[src/rtl/id_stage_pkg.sv]
// Shared encodings for the MIPS16-subset decode stage: opcodes, ALU ops,
// rwe codes and the stall scheduler states.
package id_stage_pkg;

  localparam logic [4:0] INSTR_OPCODE5_B      = 5'b00010;
  localparam logic [4:0] INSTR_OPCODE5_SHIFT  = 5'b00110;
  localparam logic [4:0] INSTR_OPCODE5_ADDIU8 = 5'b01001;
  localparam logic [4:0] INSTR_OPCODE5_LI     = 5'b01101;
  localparam logic [4:0] INSTR_OPCODE5_LW     = 5'b10011;
  localparam logic [4:0] INSTR_OPCODE5_SW     = 5'b11011;

  localparam logic [1:0] INSTR_OPCODE_LOW2_SLL = 2'b00;

  localparam logic [7:0] ALU_OPCODE_ADD = 8'h00;
  localparam logic [7:0] ALU_OPCODE_SLL = 8'h01;

  localparam logic [1:0] RWE_IDLE      = 2'd0;
  localparam logic [1:0] RWE_READ_MEM  = 2'd1;
  localparam logic [1:0] RWE_WRITE_MEM = 2'd2;
  localparam logic [1:0] RWE_WRITE_REG = 2'd3;

  // Default-width invalid register; parametrised modules use all-ones of REG_AW.
  localparam logic [3:0] REG_INVALID = 4'hF;

  typedef enum logic {
    SCHED_RUN   = 1'b0,
    SCHED_STALL = 1'b1
  } sched_e;

endpackage

[src/rtl/id_fwd_mux.sv]
// Per-operand forwarding selector with load-use hazard flag.
// ID_BYPASS_EN selects the forwarding network; otherwise any pending write stalls.
module id_fwd_mux
  import id_stage_pkg::*;
#(
  parameter int DATA_W = 16,
  parameter int REG_AW = 4,
  parameter int FWD_N  = 2
) (
  input  logic [REG_AW-1:0]       src_i,
  input  logic [DATA_W-1:0]       rf_data_i,
  input  logic [2*FWD_N-1:0]      fwd_rwe_i,
  input  logic [REG_AW*FWD_N-1:0] fwd_reg_i,
  input  logic [DATA_W*FWD_N-1:0] fwd_result_i,
  output logic [DATA_W-1:0]       data_o,
  output logic                    hazard_o
);

  localparam logic [REG_AW-1:0] REG_INV = '1;

  logic [FWD_N-1:0] hit;

  always_comb begin
    hit = '0;
    for (int i = 0; i < FWD_N; i++) begin
      hit[i] = (src_i != REG_INV) && (fwd_reg_i[i*REG_AW +: REG_AW] == src_i);
    end
  end

`ifdef ID_BYPASS_EN
  // Walk oldest to nearest so the nearest matching stage wins.
  always_comb begin
    data_o   = rf_data_i;
    hazard_o = 1'b0;
    for (int i = FWD_N - 1; i >= 0; i--) begin
      if (hit[i] && fwd_rwe_i[2*i +: 2] == RWE_WRITE_REG) data_o = fwd_result_i[i*DATA_W +: DATA_W];
      if (hit[i] && fwd_rwe_i[2*i +: 2] == RWE_READ_MEM) hazard_o = 1'b1;
    end
  end
`else
  logic unused_fwd_result;
  assign unused_fwd_result = ^fwd_result_i;

  always_comb begin
    data_o   = rf_data_i;
    hazard_o = 1'b0;
    for (int i = 0; i < FWD_N; i++) begin
      if (hit[i] && (fwd_rwe_i[2*i +: 2] == RWE_WRITE_REG ||
                     fwd_rwe_i[2*i +: 2] == RWE_READ_MEM)) hazard_o = 1'b1;
    end
  end
`endif

endmodule

[src/rtl/id_stage.sv]
// Registered MIPS16-subset decode stage with valid/ready output register,
// load-use interlock and flush. ID_BYPASS_EN enables operand forwarding.
module id_stage
  import id_stage_pkg::*;
#(
  parameter int DATA_W = 16,
  parameter int REG_AW = 4,
  parameter int FWD_N  = 2
) (
  input  logic                    clk,
  input  logic                    rst,
  input  logic                    in_valid_i,
  output logic                    in_ready_o,
  input  logic [DATA_W-1:0]       in_addr_i,
  input  logic [15:0]             in_instr_i,
  output logic [REG_AW-1:0]       rf_raddr1_o,
  output logic [REG_AW-1:0]       rf_raddr2_o,
  input  logic [DATA_W-1:0]       rf_rdata1_i,
  input  logic [DATA_W-1:0]       rf_rdata2_i,
  input  logic [2*FWD_N-1:0]      fwd_rwe_i,
  input  logic [REG_AW*FWD_N-1:0] fwd_reg_i,
  input  logic [DATA_W*FWD_N-1:0] fwd_result_i,
  input  logic                    flush_i,
  input  logic                    ex_ready_i,
  output logic                    out_valid_o,
  output logic [DATA_W-1:0]       out_addr_o,
  output logic [15:0]             out_instr_o,
  output logic [7:0]              out_alu_opcode_o,
  output logic [DATA_W-1:0]       out_op1_o,
  output logic [DATA_W-1:0]       out_op2_o,
  output logic [REG_AW-1:0]       out_wreg_addr_o,
  output logic [DATA_W-1:0]       out_mem_data_o,
  output logic [1:0]              out_rwe_o,
  output logic                    out_branch_o,
  output logic [DATA_W-1:0]       out_new_pc_o
);

  localparam logic [REG_AW-1:0] REG_INV = '1;

  sched_e state_q, state_d;
  logic valid_q, valid_d, accept, hazard, haz1, haz2;
  logic [4:0] opc;
  logic [REG_AW-1:0] rx, ry, src1, src2;
  logic [DATA_W-1:0] opa, opb;
  logic signed [7:0] imm8_s;
  logic signed [4:0] imm5_s;
  logic signed [10:0] imm11_s;

  logic [7:0] alu_d, alu_q;
  logic [DATA_W-1:0] op1_d, op1_q, op2_d, op2_q, mem_d, mem_q, pc_d, pc_q, addr_q;
  logic [REG_AW-1:0] wreg_d, wreg_q;
  logic [1:0] rwe_d, rwe_q;
  logic branch_d, branch_q;
  logic [15:0] instr_q;

  assign opc     = in_instr_i[15:11];
  assign rx      = REG_AW'(in_instr_i[10:8]);
  assign ry      = REG_AW'(in_instr_i[7:5]);
  assign imm8_s  = in_instr_i[7:0];
  assign imm5_s  = in_instr_i[4:0];
  assign imm11_s = in_instr_i[10:0];

  // Unused sources read as REG_INV so they never raise a hazard.
  always_comb begin
    src1 = REG_INV;
    src2 = REG_INV;
    case (opc)
      INSTR_OPCODE5_ADDIU8, INSTR_OPCODE5_LW: src1 = rx;
      INSTR_OPCODE5_SW: begin
        src1 = rx;
        src2 = ry;
      end
      INSTR_OPCODE5_SHIFT: if (in_instr_i[1:0] == INSTR_OPCODE_LOW2_SLL) src1 = ry;
      default: ;
    endcase
  end

  assign rf_raddr1_o = src1;
  assign rf_raddr2_o = src2;

  id_fwd_mux #(.DATA_W(DATA_W), .REG_AW(REG_AW), .FWD_N(FWD_N)) u_fwd1 (
    .src_i(src1), .rf_data_i(rf_rdata1_i), .fwd_rwe_i(fwd_rwe_i), .fwd_reg_i(fwd_reg_i),
    .fwd_result_i(fwd_result_i), .data_o(opa), .hazard_o(haz1));

  id_fwd_mux #(.DATA_W(DATA_W), .REG_AW(REG_AW), .FWD_N(FWD_N)) u_fwd2 (
    .src_i(src2), .rf_data_i(rf_rdata2_i), .fwd_rwe_i(fwd_rwe_i), .fwd_reg_i(fwd_reg_i),
    .fwd_result_i(fwd_result_i), .data_o(opb), .hazard_o(haz2));

  assign hazard = haz1 | haz2;

  always_comb begin
    alu_d    = ALU_OPCODE_ADD;
    op1_d    = '0;
    op2_d    = '0;
    wreg_d   = REG_INV;
    mem_d    = '0;
    rwe_d    = RWE_IDLE;
    branch_d = 1'b0;
    pc_d     = '0;
    case (opc)
      INSTR_OPCODE5_ADDIU8: begin
        op1_d  = opa;
        op2_d  = DATA_W'(imm8_s);
        wreg_d = rx;
        rwe_d  = RWE_WRITE_REG;
      end
      INSTR_OPCODE5_LI: begin
        op1_d  = DATA_W'(in_instr_i[7:0]);
        wreg_d = rx;
        rwe_d  = RWE_WRITE_REG;
      end
      INSTR_OPCODE5_SHIFT: if (in_instr_i[1:0] == INSTR_OPCODE_LOW2_SLL) begin
        alu_d  = ALU_OPCODE_SLL;
        op1_d  = opa;
        op2_d  = (in_instr_i[4:2] == 3'd0) ? DATA_W'(8) : DATA_W'(in_instr_i[4:2]);
        wreg_d = rx;
        rwe_d  = RWE_WRITE_REG;
      end
      INSTR_OPCODE5_LW: begin
        op1_d  = opa;
        op2_d  = DATA_W'(imm5_s);
        wreg_d = ry;
        rwe_d  = RWE_READ_MEM;
      end
      INSTR_OPCODE5_SW: begin
        op1_d = opa;
        op2_d = DATA_W'(imm5_s);
        mem_d = opb;
        rwe_d = RWE_WRITE_MEM;
      end
      INSTR_OPCODE5_B: begin
        branch_d = 1'b1;
        pc_d     = in_addr_i + DATA_W'(imm11_s);
      end
      default: ;
    endcase
  end

  always_comb begin
    state_d = state_q;
    valid_d = valid_q;
    case (state_q)
      SCHED_RUN:   if (in_valid_i && hazard) state_d = SCHED_STALL;
      SCHED_STALL: if (!(in_valid_i && hazard)) state_d = SCHED_RUN;
    endcase
    in_ready_o = !flush_i && !hazard && (ex_ready_i || !valid_q);
    accept     = in_valid_i && in_ready_o;
    if (accept) valid_d = 1'b1;
    else if (ex_ready_i) valid_d = 1'b0;
    if (flush_i) begin
      state_d = SCHED_RUN;
      valid_d = 1'b0;
    end
  end

  always_ff @(posedge clk or posedge rst) begin
    if (rst) begin
      state_q  <= SCHED_RUN;
      valid_q  <= 1'b0;
      addr_q   <= '0;
      instr_q  <= '0;
      alu_q    <= ALU_OPCODE_ADD;
      op1_q    <= '0;
      op2_q    <= '0;
      wreg_q   <= REG_INV;
      mem_q    <= '0;
      rwe_q    <= RWE_IDLE;
      branch_q <= 1'b0;
      pc_q     <= '0;
    end else begin
      state_q <= state_d;
      valid_q <= valid_d;
      if (accept) begin
        addr_q   <= in_addr_i;
        instr_q  <= in_instr_i;
        alu_q    <= alu_d;
        op1_q    <= op1_d;
        op2_q    <= op2_d;
        wreg_q   <= wreg_d;
        mem_q    <= mem_d;
        rwe_q    <= rwe_d;
        branch_q <= branch_d;
        pc_q     <= pc_d;
      end
    end
  end

  assign out_valid_o      = valid_q;
  assign out_addr_o       = addr_q;
  assign out_instr_o      = instr_q;
  assign out_alu_opcode_o = alu_q;
  assign out_op1_o        = op1_q;
  assign out_op2_o        = op2_q;
  assign out_wreg_addr_o  = wreg_q;
  assign out_mem_data_o   = mem_q;
  assign out_rwe_o        = rwe_q;
  assign out_branch_o     = branch_q;
  assign out_new_pc_o     = pc_q;

endmodule

[config.mk]
export PLATFORM = sky130hd
export DESIGN_NAME = id_stage
export DESIGN_NICKNAME = d
export VERILOG_FILES = /design/src/rtl/id_stage_pkg.sv /design/src/rtl/id_fwd_mux.sv /design/src/rtl/id_stage.sv
export SDC_FILE = /design/constraint.sdc
export NUM_CORES = 1
export LEC_CHECK = 0
export CORE_MARGIN = 2
export CORE_UTILIZATION = 45
export CTS_CLUSTER_DIAMETER = 100
export DETAILED_ROUTE_END_ITERATION = 12
export GPL_TIMING_DRIVEN = 0
export PLACE_DENSITY = 0.86
export SLEW_MARGIN = 15
export SYNTH_ARGS = -nofsm -noshare
export SYNTH_HDL_FRONTEND = slang
export SYNTH_SLANG_ARGS = --single-unit
export TNS_END_PERCENT = 100
[constraint.sdc]
create_clock -name clk -period 9 [get_ports clk]
set_input_delay 1.8 -clock clk [delete_from_list [all_inputs] [get_ports clk]]
set_output_delay 1.8 -clock clk [all_outputs]
set_load 0.01 [all_outputs]
# Word level (Yosys, flattened, before mapping)
# Cells that the tools add are included.
[op_classes]
n_addsub = 1
n_eq_ne = 16
n_mux = 24
bitwise = 1
n_reduce_logical = 23
[ops]
columns = ["operator", "count"]
rows = [
  ["16-bit one-hot mux with 3 select lines", 2],
  ["16-bit two-way mux", 3],
  ["4-bit two-way mux", 5],
  ["16-bit adder", 1],
  ["4-bit == test", 4],
  ["4-bit one-hot mux with 3 select lines", 1],
  ["1-bit logical AND", 11],
  ["5-bit by 4-bit == test with 1-bit output (second input constant)", 2],
  ["5-bit == test (second input constant)", 2],
  ["1-bit two-way mux", 10],
  ["4-bit != test (second input constant)", 2],
  ["2-bit one-hot mux with 4 select lines", 1],
  ["4-bit one-hot mux with 2 select lines", 1],
  ["5-bit by 2-bit == test with 1-bit output (second input constant)", 1],
  ["5-bit by 3-bit == test with 1-bit output (second input constant)", 1],
  ["2-bit by 1-bit == test with 1-bit output (second input constant)", 2],
  ["2-bit == test (second input constant)", 2],
  ["2-bit OR reduction", 2],
  ["1-bit zero test", 3],
  ["3-bit zero test", 1],
  ["1-bit logical OR", 3],
  ["3-bit nonzero test", 1],
  ["3-bit OR reduction", 1],
  ["2-bit zero test", 1],
  ["other kinds (2)", 2],
]
[totals]
ff_bits = 112
output_inout_bits = 121
wordCells = 76

# Longest topological paths before layout
# Gate-level depths: netlist (run 1).
[depth]
word_depth = 15
depth_mapped = 10

# Modules after synthesis
# Synthesis (run 1) repeated with hierarchy kept, for this count alone.
[unflattened]
cells_unflattened = 616
area_unflattened_um2 = 5510.3
[by_module_without_submodules]
columns = ["mod", "n_inst", "cells_per_inst", "area_per_inst_um2", "seq_area_each_um2"]
rows = [
  ["id_stage", 1, 552, 5057.4, 2432.3],
  ["id_fwd_mux", 2, 32, 226.5, 0.0],
]

# Worst setup path before layout (run 1)
# OpenSTA, ideal clock, no wires.
[synth_timing]
path_kind = "input port to output port"
startpoint = "in in_instr_i[15]"
endpoint = "out in_ready_o"
arrival_time_ps = 3619
slack_ps = 3581
stages = 7
cell_sequence = "nor4b_2 > and2_1 > o221ai_1 > xor2_1 > nor4_4 > o21ai_0 > and2_1"
[synth_between]
elab_chain_cells = 12
elab_cells_between_ends = 29
classes_between = "eq/ne (10); mux (6); bitwise (1); reduce/logical (12)"
[synth_lines]
columns = ["item", "line", "text"]
rows = [
  ["start: declaration", "id_stage.sv:15", "input logic [15:0] in_instr_i,"],
  ["5-bit == test / 5-bit by 4-bit == test with 1-bit output (equally long branches)", "id_stage.sv:67", "case (opc)"],
  ["3-bit OR reduction (no line)", "--", ""],
  ["4-bit one-hot mux with 2 select lines (*)", "id_stage.sv:67", ""],
  ["net rf_raddr1_o[1]", "id_stage.sv:16", "output logic [REG_AW-1:0] rf_raddr1_o,"],
  ["4-bit != test / 4-bit == test (equally long branches)", "id_fwd_mux.sv:26", "hit[i] = (src_i != REG_INV) && (fwd_reg_i[i*REG_AW +: REG_AW] == src_i);"],
  ["1-bit logical AND", "id_fwd_mux.sv:26", ""],
  ["1-bit logical AND", "id_fwd_mux.sv:48", "if (hit[i] && (fwd_rwe_i[2*i +: 2] == RWE_WRITE_REG ||"],
  ["1-bit two-way mux", "id_fwd_mux.sv:48", ""],
  ["1-bit two-way mux (*)", "id_fwd_mux.sv:48", ""],
  ["1-bit OR (*)", "id_stage.sv:89", "assign hazard = haz1 | haz2;"],
  ["1-bit zero test (*)", "id_stage.sv:146", "in_ready_o = !flush_i && !hazard && (ex_ready_i || !valid_q);"],
  ["1-bit logical AND (*) (2 in a row)", "id_stage.sv:146", ""],
  ["end: declaration", "id_stage.sv:13", "output logic in_ready_o,"],
]
# Mark *: on every way through the listed nets, which the timed path passes. The rest lies on a longest branch.

# Final worst setup path (run 1)
[layout_timing]
startpoint = "in in_instr_i[15]"
endpoint = "out in_ready_o"
[layout_between]
elab_chain_cells = 12
elab_cells_between_ends = 29
classes_between = "eq/ne (10); mux (6); bitwise (1); reduce/logical (12)"
[layout_lines]
columns = ["item", "line"]
rows = [
  ["5-bit == test / 5-bit by 4-bit == test with 1-bit output (equally long branches)", "id_stage.sv:67"],
  ["3-bit OR reduction (no line)", "--"],
  ["4-bit one-hot mux with 2 select lines", "id_stage.sv:67"],
  ["4-bit != test / 4-bit == test (equally long branches)", "id_fwd_mux.sv:26"],
  ["1-bit logical AND", "id_fwd_mux.sv:26"],
  ["1-bit logical AND", "id_fwd_mux.sv:48"],
  ["1-bit two-way mux (2 in a row)", "id_fwd_mux.sv:48"],
  ["1-bit OR (*)", "id_stage.sv:89"],
  ["1-bit zero test (*)", "id_stage.sv:146"],
  ["1-bit logical AND (*) (2 in a row)", "id_stage.sv:146"],
]
# Mark *: on every way between the ends. The rest lies on a longest branch, timed or not.

==> results of run 1 <==
power by group through the flow:
stage	sequential (uW)	combinational (uW)	clock, uW
final	495	299	374
after global routing	500	320	402
after CTS	495	300	382
after detailed placement	503	298	0
after global placement	500	289	0
after floorplan	519	122	0
sequential cells by signal, indices dropped and copies added (netlist names):
signal,flops
out_wreg_addr_o,4
out_op2_o,8
out_instr_o,16
out_valid_o,1
out_rwe_o,2
out_alu_opcode_o,1
out_addr_o,16
out_op1_o,16
out_mem_data_o,16
out_branch_o,1
out_new_pc_o,16
cell families after synthesis:
group / after synthesis
fa+ha+maj: 16
compound gates: 98
simple gates: 80
xor+xnor: 26
flops: 97
mux: 68
other cells: 1
buf+inv: 69
critical path: cells and delay by family:
family / cells / cell delay [ns]
AND/OR/NAND/NOR: 5 / 1.24
buffers and inverters: 4 / 1.90
AO/OA/AOI/OAI: 1 / 0.15
how the worst min path moves through the flow:
| stage | from | to | slack (ns) | depth (start not counted) |
|---|---|---|---|---|
| after floorplan | out_wreg_addr_o[0] | out_wreg_addr_o[0] | 0.47 | 2 |
| after global placement | out_wreg_addr_o[3] | out_wreg_addr_o[3] | 0.45 | 2 |
| after detailed placement | out_wreg_addr_o[0] | out_wreg_addr_o[0] | 0.46 | 2 |
| after CTS | out_wreg_addr_o[0] | out_wreg_addr_o[0] | 0.47 | 2 |
| after global routing | out_wreg_addr_o[1] | out_wreg_addr_o[1] | 0.49 | 2 |
| final | out_wreg_addr_o[0] | out_wreg_addr_o[0] | 0.47 | 2 |
cell usage after synthesis, types with 12 or more instances:
master | count | area share [%]
buf_4 | 20 | 2.9
a21oi_1 | 20 | 1.9
nand2_1 | 33 | 2.4
a22o_1 | 27 | 4.6
xnor2_1 | 12 | 2.0
dfrtp_1 | 93 | 45
mux2_2 | 32 | 7.0
xor2_1 | 14 | 2.4
mux2i_1 | 26 | 5.0
ha_1 | 15 | 3.6
inv_1 | 30 | 2.2
layer usage:
metal	global-route usage (%)	up-vias	wire, um
met5	0	-	0
met4	6.42	0	144
met3	6.67	13	1080
met2	42.0	183	7400
met1	30.3	2108	6390
li1	-	2025	-
area by class of cell:
| type | count | area share [%] |
|---|---|---|
| clock buffer | 13 | 3.55 |
| sequential | 97 | 31.9 |
| buffer | 39 | 3.45 |
| multi-input combinational | 295 | 31.3 |
| clock inverter | 3 | 0.312 |
| timing repair buffer | 193 | 25.6 |
| tap | 143 | 2.35 |
| inverter | 30 | 1.51 |
stage by stage:
step	hold slack, ns	power, uW
floorplan	0.470	640
global placement	0.454	789
detailed placement	0.457	802
CTS	0.467	1180
global route	0.494	1220
finish	0.467	1170
cell usage in the layout (no fill, tap or decap), types with 4 or more instances in the layout:
cell / instances
clkdlybuf4s50_1: 192
dfrtp_1: 93
nand2_1: 33
mux2_2: 32
inv_1: 29
a22o_1: 27
mux2i_1: 26
a21oi_1: 20
buf_4: 20
ha_1: 15
xor2_1: 14
xnor2_1: 12
clkbuf_1: 11
o21ai_0: 10
mux2_1: 10
a32o_1: 9
clkbuf_16: 9
a21o_1: 8
nor2_1: 7
conb_1: 7
and2_1: 6
nand2b_1: 6
buf_6: 5
or3_1: 4
dfstp_2: 4
==> impl_metrics.env, run 1 <==
export IMPL_r2r_slack_ns=6.75
export IMPL_die_w_um=111
export IMPL_critical_path_slowest_cell="nor4b_2"
export IMPL_ys_async_sr_fraction_pct=100
export IMPL_synthCells=455
export IMPL_r2r_cells=6
export IMPL_ys_ff_latch=97
export IMPL_ys_seq_area_share_pct=47.1
export IMPL_synth_distinct_cells=55
export IMPL_tightest_slew_ns=0.677
export IMPL_wire_per_inst_um=18.5
export IMPL_synthMuxAreaShare_pct=14.2
export IMPL_clkPwrFrac_pct=32.0
export IMPL_timing_rr_end="out_addr_o[15]"
export IMPL_cp_startpoint="in_instr_i[15]"
export IMPL_setup_viol=0
export IMPL_die_area_mm2=0.0124
export IMPL_initial_core_util_pct=45.6
export IMPL_max_stage_delay_ns=0.52
export IMPL_hold_violations=0
export IMPL_cp_endpoint="in_ready_o"
export IMPL_internal_power_uw=853
export IMPL_drc=0
export IMPL_synth_edff_count=0
export IMPL_holdBufCountCts=0
export IMPL_fin_cells=813
export IMPL_cts_sink_count=97
export IMPL_clock_path_buffers=2
export IMPL_worstPathArrival_ns=5.10
export IMPL_power_switching_uw=315
export IMPL_drt_initial_drc_count=212
export IMPL_grt_max_degree=62
export IMPL_nFillCells=885
export IMPL_cts_tree="built"
export IMPL_synth_xor_area_share_pct=4.41
export IMPL_synthAdderAreaFrac_pct=4.02
export IMPL_grt_pass1_wl_um=23600
export IMPL_htree_levels=3
export IMPL_clk_latency_ns=0.34
export IMPL_synth_top_family_by_area="compound AO/OA/AOI/OAI gates"
export IMPL_cts_resized=0
export IMPL_place_area_mm2=0.00732
export IMPL_synth_area_mm2=0.00517
export IMPL_antenna_left=0
export IMPL_power_leakage_uw=0.00329
export IMPL_yosysWarnings=0
export IMPL_place_detailed_hpwl_um=11500
export IMPL_status="finished clean"
export IMPL_synth_main_ff_cell="dfrtp_1"
export IMPL_maxCapViolCount=0
export IMPL_power_frac_comb_pct=25.6
export IMPL_vias=4329
export IMPL_post_cts_buffers=0
export IMPL_drive_gt1_share_pct=12.8
export IMPL_path_cells="clkdlybuf4s50_1, nor4b_2, and2_1, nand2_1, nand2_1, clkbuf_1, clkbuf_1, o21ai_0, and2_1, clkdlybuf4s50_1"
export IMPL_clk_pin_slew_ns=0.07
export IMPL_rsz0062_at_grt="no"
export IMPL_drt_first_pass_iters=5
export IMPL_place_congestion=0.885
export IMPL_post_place_ws_ns=2.11
export IMPL_holdCritPathClass="flop to flop"
export IMPL_grtUsageTotal_pct=24.4
export IMPL_ir_worst_vdd_mv=0.0918
export IMPL_regToRegStartpoint="out_valid_o"
export IMPL_synth_compound_area_share_pct=14.4
export IMPL_critPathKind="input port to primary output"
export IMPL_critPathCaptureType="primary output"
export IMPL_final_cell_area_mm2=0.00761
export IMPL_final_max_slew_violation_count=0
export IMPL_seq_power_share_pct=42.4
export IMPL_setup_tns_ns=0
export IMPL_totalWireLength_um=15000
export IMPL_seq_area_mm2=0.00243
export IMPL_crit_fanout=10
export IMPL_power_density_mw_per_mm2=153
export IMPL_setup_slack_ns=2.10
export IMPL_pin_count=234
export IMPL_grt_pass1_vias=4397
export IMPL_skew_ns=0.00766
export IMPL_antenna_found_initial=0
export IMPL_worst_setup_path_start_kind="input port"
export IMPL_swShare_pct=27.0
export IMPL_portBuffers=192
export IMPL_die_h_um=111
export IMPL_grt_overflow=0
export IMPL_core_mm2=0.0113
export IMPL_via_per_inst=5.32
export IMPL_fmaxAchievable_mhz=145
export IMPL_multiInputGateArea_mm2=0.00238
export IMPL_nNetsFinal=794
export IMPL_cts_buffers=9
export IMPL_placed_cells=797
export IMPL_row_count=39
export IMPL_slew_headroom_pct=53.7
export IMPL_yosys_area_share_simple_pct=8.55
export IMPL_antennaDiodeCount=0
export IMPL_period_share_pct=76.6
export IMPL_area_growth_pct=47.4
export IMPL_utilization_pct=67.3
export IMPL_cts_root_buf="clkbuf_16"
export IMPL_avgSynthCellArea_um2=11.4
export IMPL_cp_required_ns=7.20
export IMPL_fin_crit_ns=6.90
Note: power is estimated with default switching activity, not from simulation.
==> run 2, diff against run 1 <==
--- a/config.mk
+++ b/config.mk
@@ -6,11 +6,11 @@
 export NUM_CORES = 1
 export LEC_CHECK = 0
 export CORE_MARGIN = 2
-export CORE_UTILIZATION = 45
+export CORE_UTILIZATION = 38
 export CTS_CLUSTER_DIAMETER = 100
 export DETAILED_ROUTE_END_ITERATION = 12
 export GPL_TIMING_DRIVEN = 0
-export PLACE_DENSITY = 0.86
+export PLACE_DENSITY = 0.77
 export SLEW_MARGIN = 15
 export SYNTH_ARGS = -nofsm -noshare
 export SYNTH_HDL_FRONTEND = slang
==> constraint.sdc (replaced) <==
create_clock -name clk -period 6.05 [get_ports clk]
set_input_delay 1.21 -clock clk [delete_from_list [all_inputs] [get_ports clk]]
set_output_delay 1.21 -clock clk [all_outputs]
set_load 0.01 [all_outputs]
==> run 2 against run 1 <==
  * Non-clock buffer count did not move
  * Largest power group unchanged
  * Register-to-register slack got worse by 3.0 ns
  * Final cell count rose by 4.1%
  * Global-route usage fell by 3.3 points
  * Critical path type unchanged
  * Utilization fell by 9.5 points
==> impl_metrics.env, run 2 (synthesized netlist as in run 1, its figures left out) <==
export IMPL_rsz0062_at_grt="no"
export IMPL_final_cell_area_mm2=0.00765
export IMPL_clock_path_buffers=2
export IMPL_wire_per_inst_um=17.9
export IMPL_grt_pass1_vias=4517
export IMPL_period_share_pct=94.1
export IMPL_nNetsFinal=794
export IMPL_crit_fanout=10
export IMPL_place_area_mm2=0.00736
export IMPL_skew_ns=0.00475
export IMPL_cts_tree="built"
export IMPL_power_density_mw_per_mm2=229
export IMPL_critical_path_slowest_cell="clkdlybuf4s50_1"
export IMPL_post_place_ws_ns=0.390
export IMPL_grt_pass1_wl_um=23800
export IMPL_vias=4330
export IMPL_setup_tns_ns=0
export IMPL_row_count=42
export IMPL_via_per_inst=5.12
export IMPL_clk_pin_slew_ns=0.06
export IMPL_pin_count=234
export IMPL_cp_required_ns=4.84
export IMPL_clk_latency_ns=0.35
export IMPL_grt_max_degree=57
export IMPL_drt_first_pass_iters=4
export IMPL_antenna_found_initial=0
export IMPL_ir_worst_vdd_mv=0.125
export IMPL_die_h_um=121
export IMPL_path_cells="clkdlybuf4s50_1, nor4b_2, and2_1, nand2_1, nand2_1, clkbuf_1, clkbuf_1, o21ai_0, and2_1, clkdlybuf4s50_1"
export IMPL_area_growth_pct=48.1
export IMPL_final_common_cell="clkdlybuf4s50_1"
export IMPL_maxCapViolCount=0
export IMPL_hold_violations=0
export IMPL_cts_root_buf="clkbuf_16"
export IMPL_initial_core_util_pct=39.0
export IMPL_cts_sink_count=97
export IMPL_holdCritPathClass="flop to flop"
export IMPL_layout_common_cells="192 x clkdlybuf4s50_1, 93 x dfrtp_1, 33 x nand2_1, 32 x mux2_2, 29 x inv_1"
export IMPL_cts_resized=0
export IMPL_drc=0
export IMPL_totalWireLength_um=15200
export IMPL_final_max_slew_violation_count=0
export IMPL_post_cts_buffers=0
export IMPL_utilization_pct=57.8
export IMPL_max_stage_delay_ns=0.50
export IMPL_setup_viol=0
export IMPL_place_congestion=0.860
export IMPL_place_detailed_hpwl_um=11600
export IMPL_cts_buffers=9
export IMPL_portBuffers=192
export IMPL_die_area_mm2=0.0145
export IMPL_holdBufCountCts=0
export IMPL_htree_levels=3
export IMPL_slew_headroom_pct=54.8
export IMPL_placed_cells=830
export IMPL_tightest_slew_ns=0.661
export IMPL_power_leakage_uw=0.00329
export IMPL_core_mm2=0.0132
export IMPL_drt_initial_drc_count=155
export IMPL_setup_slack_ns=0.358
export IMPL_status="finished clean"
export IMPL_antennaDiodeCount=0
export IMPL_fin_crit_ns=5.69
export IMPL_drive_gt1_share_pct=12.5
export IMPL_grt_overflow=0
export IMPL_nFillCells=1119
export IMPL_fin_cells=846
export IMPL_worstPathArrival_ns=4.48
export IMPL_critPathCaptureType="primary output"
export IMPL_grtUsageTotal_pct=21.0
export IMPL_critPathKind="input port to primary output"
export IMPL_die_w_um=121
export IMPL_antenna_left=0
export IMPL_worst_setup_path_start_kind="input port"
export IMPL_fmaxAchievable_mhz=176
## run 2: changes by cell type in the layout (fill, tap and decap cells not counted), sizes merged
| cell | change |
|---|---|
| bufinv | +1 |
| clkinvlp | -2 |
| clkinv | +1 |
## run 2: metrics by stage
step / hold slack, ns / total power, uW
after floorplan: 0.470 / 953
after global placement: 0.454 / 1180
after detailed placement: 0.459 / 1190
after CTS: 0.469 / 1770
after global routing: 0.487 / 1830
final: 0.465 / 1750
## run 2: where the power goes
part           leakage (uW)  internal [uW]  switching, uW
registers           0.00126            706           30.0
logic               0.00189            249            195
clock network      0.000144            331            240
## run 2: per-layer routing
metal | part of all wire (%) | global-route usage (%)
met1 | 43 | 26.6
met2 | 47 | 34.9
met3 | 7.7 | 5.61
met4 | 1.8 | 7.05
met5 | 0 | 0
## run 2: path summary, 6_finish.rpt
path                       cells after the start  slack (ns)            endpoint                from
max                                           10        0.36          in_ready_o      in_instr_i[15]
min                                            2        0.46  out_wreg_addr_o[0]  out_wreg_addr_o[0]
max reg2reg                                    6        3.79      out_instr_o[5]         out_valid_o
min reg2reg                                    2        0.46  out_wreg_addr_o[0]  out_wreg_addr_o[0]
max in group asynchronous                      3        4.09        out_op2_o[2]                 rst
min in group asynchronous                      2        1.28   out_mem_data_o[0]                 rst
## run 2: worst max-delay path, delay by kind of cell
kind	cells	cell delay (ns)
AOI/OAI and AO/OA	1	0.17
buffers and inverters	4	1.87
and+or+nand+nor	5	1.24
## run 2: cell type report
| type | count | area (um2) | area share (%) |
|---|---|---|---|
| Sequential cell | 97 | 2430 | 31.8 |
| Multi-Input combinational cell | 295 | 2380 | 31.1 |
| Timing Repair Buffer | 193 | 1950 | 25.5 |
| Buffer | 39 | 263 | 3.43 |
| Clock buffer | 13 | 250 | 3.27 |
| Tap cell | 176 | 220 | 2.88 |
| Inverter | 30 | 115 | 1.50 |
| Clock inverter | 3 | 40.0 | 0.523 |
==> patch: new RTL, config.mk and constraints of run 1 <==
The option `ID_BYPASS_EN` is turned on by a define.
--- a/src/rtl/id_fwd_mux.sv
+++ b/src/rtl/id_fwd_mux.sv
@@ -1,5 +1,7 @@
 // Per-operand forwarding selector with load-use hazard flag.
 // ID_BYPASS_EN selects the forwarding network; otherwise any pending write stalls.
+`define ID_BYPASS_EN
+
 module id_fwd_mux
   import id_stage_pkg::*;
 #(
Behaviour: not the same (a bounded check fails within 4 cycles, from zero or initial values and one cycle with rst high).
==> patch against run 1 <==
  * Total power rose by 2.6%
  * Global-route usage rose by 2.4 points
  * Sequential cell count did not move
  * Design area rose by 17%
  * Die area rose by 17%
  * Area after synthesis rose by 18%
  * Wire length rose by 28%
  * Setup slack got worse by 0.36 ns
  * Largest power group unchanged
==> patch: results (changes against run 1) <==
[place]
dpl_cell_area_um2 = 8608  ; +18%
dp_hpwl_um = 14500  ; +27%
placedCellCount = 991  ; +24%
port-buffer-count = 226  ; +18%
place_congestion = 0.9183  ; +3.8%
dp_slack_ns = 1.794  ; -0.3160 ns

[cts]
cts_resized = 0  ; unchanged
clk_pin_slew_worst_paths_ns = 0.07  ; about the same
cts_root_buffer = clkbuf_16
postCtsSetupBuffers = 0  ; unchanged
cts_max_path_buffers = 2  ; unchanged
numCtsBuffers = 9  ; unchanged
htreeDepth = 3  ; unchanged
clkLatencyLatePin_ns = 0.36  ; +0.02 ns

[yosys]
synth_area_per_cell_um2 = 10.43  ; -8.1%
synth.area.top_cells = dfrtp_1 38%, mux2_2 14%, mux2i_1 4.0%, a211oi_1 3.6%, mux2_1 3.2%
seq_area_frac_synth_pct = 40.07  ; -7.0 points
async_reset_ff_share_pct = 100.0  ; unchanged
synth_xor_area_share_pct = 3.730  ; -0.68 points
yosysUniqueCellTypes = 58  ; +5.5%
yosysWarningCount = 0  ; unchanged
ys.flop_type = dfrtp_1
synth_compound_area_share_pct = 14.01  ; -0.40 points
yosys.area_share.adder_pct = 3.421  ; -0.60 points
netlist_top_cells_count = 93 x dfrtp_1, 73 x mux2_2, 42 x nor2_1, 36 x nand2_1, 29 x a211oi_1
muxShareOfSynthArea_pct = 21.37  ; +7.2 points

[detailed_routing]
vias = 5522  ; +28%
wl_per_cell_um = 19.04  ; +3.1%
firstDrtPassIters = 5  ; unchanged
drt_iter0_markers = 364  ; +72%
viasPerCell = 5.484  ; +3.0%
drcViolationCount = 0  ; unchanged

[global_route]
grt_pass1_wl_um = 29470  ; +25%
grtUsageTotal_pct = 26.79  ; +2.4 points
antenna_found_initial = 0  ; unchanged
grt_start_max_net_pins = 66  ; +6.5%

[sta]
slew_headroom_pct = 33.45  ; -20 points
skew_ns = 0.009028  ; +0.001367 ns

[final_layout]
nNetsFinal = 955  ; +20%
antenna_cells = 0  ; unchanged
drive_gt1_share_pct = 16.85  ; +4.0 points

[status]
status = completed

[pwr]
power_switching_w = 0.0003469  ; +10%
ir_drop_mv = 0.1130  ; +23%
p_leak_nw = 3.872  ; +18%

[setup_path]
critPathArrivalTime_ns = 5.45  ; +0.35 ns
slowest_stage = nor4_2
r2r_cells = 6  ; unchanged
max_stage_delay_ns = 0.71  ; +0.19 ns
path_max_fanout = 10  ; unchanged

[min_path]
hp-class = reg2reg
worstHoldPathCells = 2  ; unchanged

[patch: worst paths after layout]
kind	endpoint	slack [ns]	startpoint
worst min-delay path	out_wreg_addr_o[3]	0.47	out_wreg_addr_o[3]
worst min register to register	out_wreg_addr_o[3]	0.47	out_wreg_addr_o[3]
worst max register to register	out_op1_o[15]	7.23	out_valid_o
min in group asynchronous	out_op1_o[2]	1.79	rst
worst max-delay path	in_ready_o	1.75	in_instr_i[14]
max in group asynchronous	out_wreg_addr_o[3]	6.53	rst
[patch: power by group through the flow]
stage	logic [W]	clock network, W	registers, W
detailed placement	0.000327	0	0.000500
finish	0.000329	0.000377	0.000492
global route	0.000353	0.000404	0.000497
global placement	0.000323	0	0.000498
CTS	0.000330	0.000381	0.000493
floorplan	0.000134	0	0.000517
[patch: logic make-up (layout without fill, tap and decap cells)]
family / after synthesis / count (layout)
AND/OR/NAND/NOR: 131 / 131
flip-flops: 97 / 97
multiplexers: 117 / 117
XOR/XNOR: 25 / 25
adder cells (fa/ha/maj): 16 / 16
other: 1 / 7
buffers and inverters: 68 / 311
AO/OA/AOI/OAI: 127 / 127
[patch: area by class of cell]
class	count	area [um2]
multi-input combinational	423	3271
fill	1023	4303
clock buffer	10	229.0
tap	176	220.2
buffer	43	296.5
clock inverter	6	50.05
inverter	25	98.84
timing repair buffer	227	2290
sequential	97	2432
[patch: layer usage]
layer  vias to the layer above  GRT usage (%)  routed length, um
met3                        56          6.797               1493
met1                      2636          34.77               8001
met2                       248          41.76               8979
met4                         0          12.87                698
li1                       2582              -                  -
met5                         -              0                  0
[patch: critical path, delay by kind of cell]
kind | cells | cell delay [ns]
AND/OR/NAND/NOR | 4 | 1.55
multiplexers | 1 | 0.54
AO/OA/AOI/OAI | 2 | 0.39
buffers and inverters | 3 | 1.17
